$ cat src/rtl/collision_detector.sv
`default_nettype none
// ============================================================================
//  Module      : collision_detector
//  Description : Counts per-frame pixel overlaps between every (group A,
//                group B) object pair and, at each start-of-frame, publishes
//                the pairs whose overlap reached MIN_OVERLAP in the frame
//                that just ended.
//  Revision    : 1.0 - initial release
// ============================================================================
module collision_detector #(
    parameter int NUM_A       = 2,
    parameter int NUM_B       = 4,
    parameter int MIN_OVERLAP = 4,
    parameter int COUNT_W     = 8
) (
    input  logic                   clk,
    input  logic                   reset,
    input  logic                   startOfFrame,
    input  logic                   enable,
    input  logic [NUM_A-1:0]       drawReqA,
    input  logic [NUM_B-1:0]       drawReqB,
    output logic [NUM_A*NUM_B-1:0] hitPair,
    output logic [NUM_A-1:0]       hitA,
    output logic [NUM_B-1:0]       hitB,
    output logic                   frameDone,
    output logic                   anyHit
);

    localparam int                 C_NUM_P = NUM_A * NUM_B;
    localparam logic [COUNT_W-1:0] C_MIN   = COUNT_W'(MIN_OVERLAP);
    localparam logic [COUNT_W-1:0] C_MAX   = {COUNT_W{1'b1}};

    logic [C_NUM_P-1:0]              w_overlap;
    logic [C_NUM_P-1:0]              w_hit;
    logic [NUM_A-1:0]                w_hit_a;
    logic [NUM_B-1:0]                w_hit_b;
    logic [C_NUM_P-1:0][COUNT_W-1:0] r_count;

    // Pair (i,j) overlaps when both objects draw the same pixel while enabled
    for (genvar gi = 0; gi < NUM_A; gi++) begin : g_row
        for (genvar gj = 0; gj < NUM_B; gj++) begin : g_col
            assign w_overlap[gi*NUM_B+gj] = drawReqA[gi] & drawReqB[gj] & enable;
        end
    end

    // Hit decision and its per-object reductions, from the pre-edge counts
    always_comb begin
        w_hit   = '0;
        w_hit_a = '0;
        w_hit_b = '0;
        for (int i = 0; i < NUM_A; i++) begin
            for (int j = 0; j < NUM_B; j++) begin
                w_hit[i*NUM_B+j] = (r_count[i*NUM_B+j] >= C_MIN);
                w_hit_a[i]       = w_hit_a[i] | w_hit[i*NUM_B+j];
                w_hit_b[j]       = w_hit_b[j] | w_hit[i*NUM_B+j];
            end
        end
    end

    // Saturating overlap counters; a frame start reloads with the boundary pixel
    always_ff @(posedge clk or posedge reset) begin
        if (reset) begin
            r_count <= '0;
        end else begin
            for (int p = 0; p < C_NUM_P; p++) begin
                if (startOfFrame) begin
                    r_count[p] <= {{(COUNT_W-1){1'b0}}, w_overlap[p]};
                end else if (w_overlap[p] && (r_count[p] != C_MAX)) begin
                    r_count[p] <= r_count[p] + 1'b1;
                end
            end
        end
    end

    // Published results change together at the frame boundary and then hold
    always_ff @(posedge clk or posedge reset) begin
        if (reset) begin
            hitPair   <= '0;
            hitA      <= '0;
            hitB      <= '0;
            anyHit    <= 1'b0;
            frameDone <= 1'b0;
        end else begin
            frameDone <= startOfFrame;
            if (startOfFrame) begin
                hitPair <= w_hit;
                hitA    <= w_hit_a;
                hitB    <= w_hit_b;
                anyHit  <= |w_hit;
            end
        end
    end

endmodule
`default_nettype wire

$ cat config.mk
export PLATFORM = sky130hd
export DESIGN_NAME = collision_detector
export DESIGN_NICKNAME = d
export VERILOG_FILES = /design/src/rtl/collision_detector.sv
export SDC_FILE = /design/constraint.sdc
export NUM_CORES = 1
export LEC_CHECK = 0
export CAP_MARGIN = 30
export CORE_AREA = 10 10 124 126
export DETAILED_ROUTE_END_ITERATION = 8
export DIE_AREA = 0 0 134 136
export GPL_ROUTABILITY_DRIVEN = 1
export HOLD_SLACK_MARGIN = 0.06
export PLACE_DENSITY = 0.63
export SYNTH_ARGS = -nofsm -noshare
export SYNTH_HDL_FRONTEND = slang
export SYNTH_SLANG_ARGS = --single-unit
export TNS_END_PERCENT = 30
$ cat constraint.sdc
create_clock -name clk -period 2.5 [get_ports clk]
set_clock_uncertainty 0.05 [all_clocks]
set_input_delay 0.375 -clock clk [delete_from_list [all_inputs] [get_ports clk]]
set_output_delay 0.375 -clock clk [all_outputs]
set_load 0.02 [all_outputs]
==> flow_summary_export.csv <==
group,metric,value,unit
timing,rsz0062_at_grt,"no",
worst_setup_path,cp_top_family,"buffers and inverters",
worst_setup_path,reg2reg_depth,4,
yosys,ys.flop_type,"dfrtp_1",
placed_design,dp_slack,0.221,ns
route,routed-wl-met3,249,um
global_routing,antenna_found_initial,0,
floorplan,core_area,13000,sq um
route,vias_per_cell,5.36,
worst_setup_path,path_cells,"clkdlybuf4s50_1, nand4_1, a311oi_2, nand3_1, mux2_4",
worst_setup_path,setup.worst_path.end,"r_count[13]",
timing,slew-limit-headroom,0.653,
floorplan,ioPinCount,26,
cts,cts_setup_buffers,0,
status,status,"finished, final reports clean",
worst_setup_path,crit_required,2.67,ns
worst_setup_path,worstSetupPathType,"in2reg",
yosys,synth_cell_types,50,
yosys,synth-async-reset-ratio,1.00,
cts,cts_resized,0,
cts,cts_sinks,80,
cts,cts_tree,"done",
worst_setup_path,worstPathBufferInverterCount,1,
route,drt_first_iter_violations,316,
timing,tightest_slew,0.520,ns
pwr,p_per_area,558,nW/um^2
floorplan,rows,42,
route,wl,9720,um
route,avgRoutedWirePerCell,14.5,um
timing,fmax,0.509,GHz
cells_and_area,n_antenna_cell,0,
yosys,syn_avg_cell_area,9.44,sq um
pwr,p_leak,0.00217,uW
yosys,synth_edf_count,0,
cells_and_area,final_cell_mix,"80 x dfrtp_1, 63 x nor2_1, 28 x nand2_1",
timing,period_minus_slack,1.97,ns
route,drt-met1-wl,4500,um
route,drc,0,
worst_setup_path,rr_startpoint,"r_count[44]",
yosys,synth_cells,471,
timing,slew_viol_final,0,
worst_setup_path,crit_start,"drawReqA[0]",
worst_setup_path,worstSetupEndpointType,"flip-flop",
worst_setup_path,regToRegEndpoint,"anyHit",
cells_and_area,area_delta_synth_final,16.0,%
route,vias,3583,
yosys,synth_nets,497,
global_routing,grtUsageTotal,0.113,
timing,fin_ws,0.534,ns
route,route.met2.wl,4910,um
worst_setup_path,cp-start-kind,"input pin",
yosys,ys_seq_area_frac,0.450,
floorplan,start_util,0.343,
route,routed.top_layer,"met4",
cts,cts_hold_buffers,0,
pwr,ir_worst_vdd,0.326,mV
floorplan,die_h,136,um
cells_and_area,layout_commonest_cell,"dfrtp_1",
placed_design,gp_congestion,0.862,
global_routing,overflow,0,
worst_setup_path,cp.depth,5,
cts,clk_pin_slew,0.07,ns
timing,fin_setup_tns,0,ns
hold_path,hp-class,"in2async",
cts,root_buffer,"clkbuf_16",
floorplan,die_area,18200,sq um
flow_run,maxCapViolations,0,
yosys,synth_seq_cells,80,
global_routing,grt_pass1_wl,17000,um
cts,htreeDepth,3,
route,drt_pre_antenna_iters,4,
timing,fin_crit_sh,0.786,
yosys,yosys_warnings,0,
yosys,synth_area,4450,sq um
cts,clock_latency,0.34,ns
worst_setup_path,crit_path_top_delay_cell,"clkdlybuf4s50_1",
cells_and_area,drive_above_1_share,0.0872,
floorplan,die_x,134,um
global_routing,grt_max_degree,89,
cts,clock_path_buffers,2,
timing,finalSetupViolCount,0,
route,ant_nets,0,
worst_setup_path,cp_max_fo,11,
worst_setup_path,r2r_setup_slack,0.67,ns
timing,finalHoldViolations,0,
worst_setup_path,critPathMaxStageDelay,0.73,ns
placed_design,dpl.hpwl,6820,um
placed_design,io_buffers,25,
cells_and_area,fin_nets,514,
global_routing,grt_pass1_vias,3514,
worst_setup_path,cp_data_arrival_time,2.13,ns
cts,numCtsBuffers,9,
where the power goes:
| group | switching (uW) | internal (uW) |
|---|---|---|
| logic | 151 | 97.8 |
| registers | 30.0 | 1330 |
| clock network | 536 | 732 |
how the worst min path moves through the flow:
stage | startpoint | endpoint
floorplan | startOfFrame | frameDone
global placement | hitB[3] | hitB[3]
detailed placement | hitB[1] | hitB[1]
CTS | reset | r_count[25]
global route | reset | r_count[25]
finish | reset | r_count[25]
area by class of cell:
type	count	area (sq um)
inverters	28	106
multi-input cells	339	2230
fillers	1283	7820
well taps	176	220
flip-flops and latches	80	2000
clock inverters	5	40.0
repair buffers	30	308
clock buffers	11	253
routing by layer:
layer,global-route usage,vias to the layer above
met5,0,-
met4,0.0387,0
met3,0.0284,6
met2,0.190,39
met1,0.137,1773
li1,-,1765
stage by stage:
stage,hold slack [ns],instance area [sq um],total power (uW),std cells,util
after floorplan,0.356,4450,1530,471,-
after global placement,0.439,4870,1630,653,0.375
after detailed placement,0.448,4870,1640,653,0.375
after CTS,0.344,5160,2940,669,0.398
after global routing,0.360,5160,3010,669,0.398
final,0.340,5160,2880,669,0.398
cell usage after synthesis, types with 12 or more instances:
| cell type | instances | share of area |
|---|---|---|
| nand3_1 | 18 | 0.020 |
| nor2_1 | 63 | 0.053 |
| a21oi_1 | 20 | 0.023 |
| ha_1 | 16 | 0.045 |
| o211ai_1 | 14 | 0.024 |
| nand2_1 | 28 | 0.024 |
| nor3_1 | 13 | 0.015 |
| o21ai_0 | 12 | 0.014 |
| nand4_1 | 13 | 0.018 |
| inv_1 | 28 | 0.024 |
| and3_1 | 12 | 0.017 |
| dfrtp_1 | 80 | 0.45 |
logic make-up after synthesis:
kind of cell               synth area share
AOI/OAI and AO/OA                     0.173
xor gates and xnor gates             0.0354
adders and majority gates            0.0450
buffers and inverters                0.0484
DFF                                   0.450
muxes                                0.0281
and+or+nand+nor                       0.220
sequential cells by signal (all words and copies together), names as in the netlist:
register   cells
r_count       64
hitPair        8
hitB           4
hitA           2
anyHit         1
frameDone      1
(Power assumes the default switching activity.)
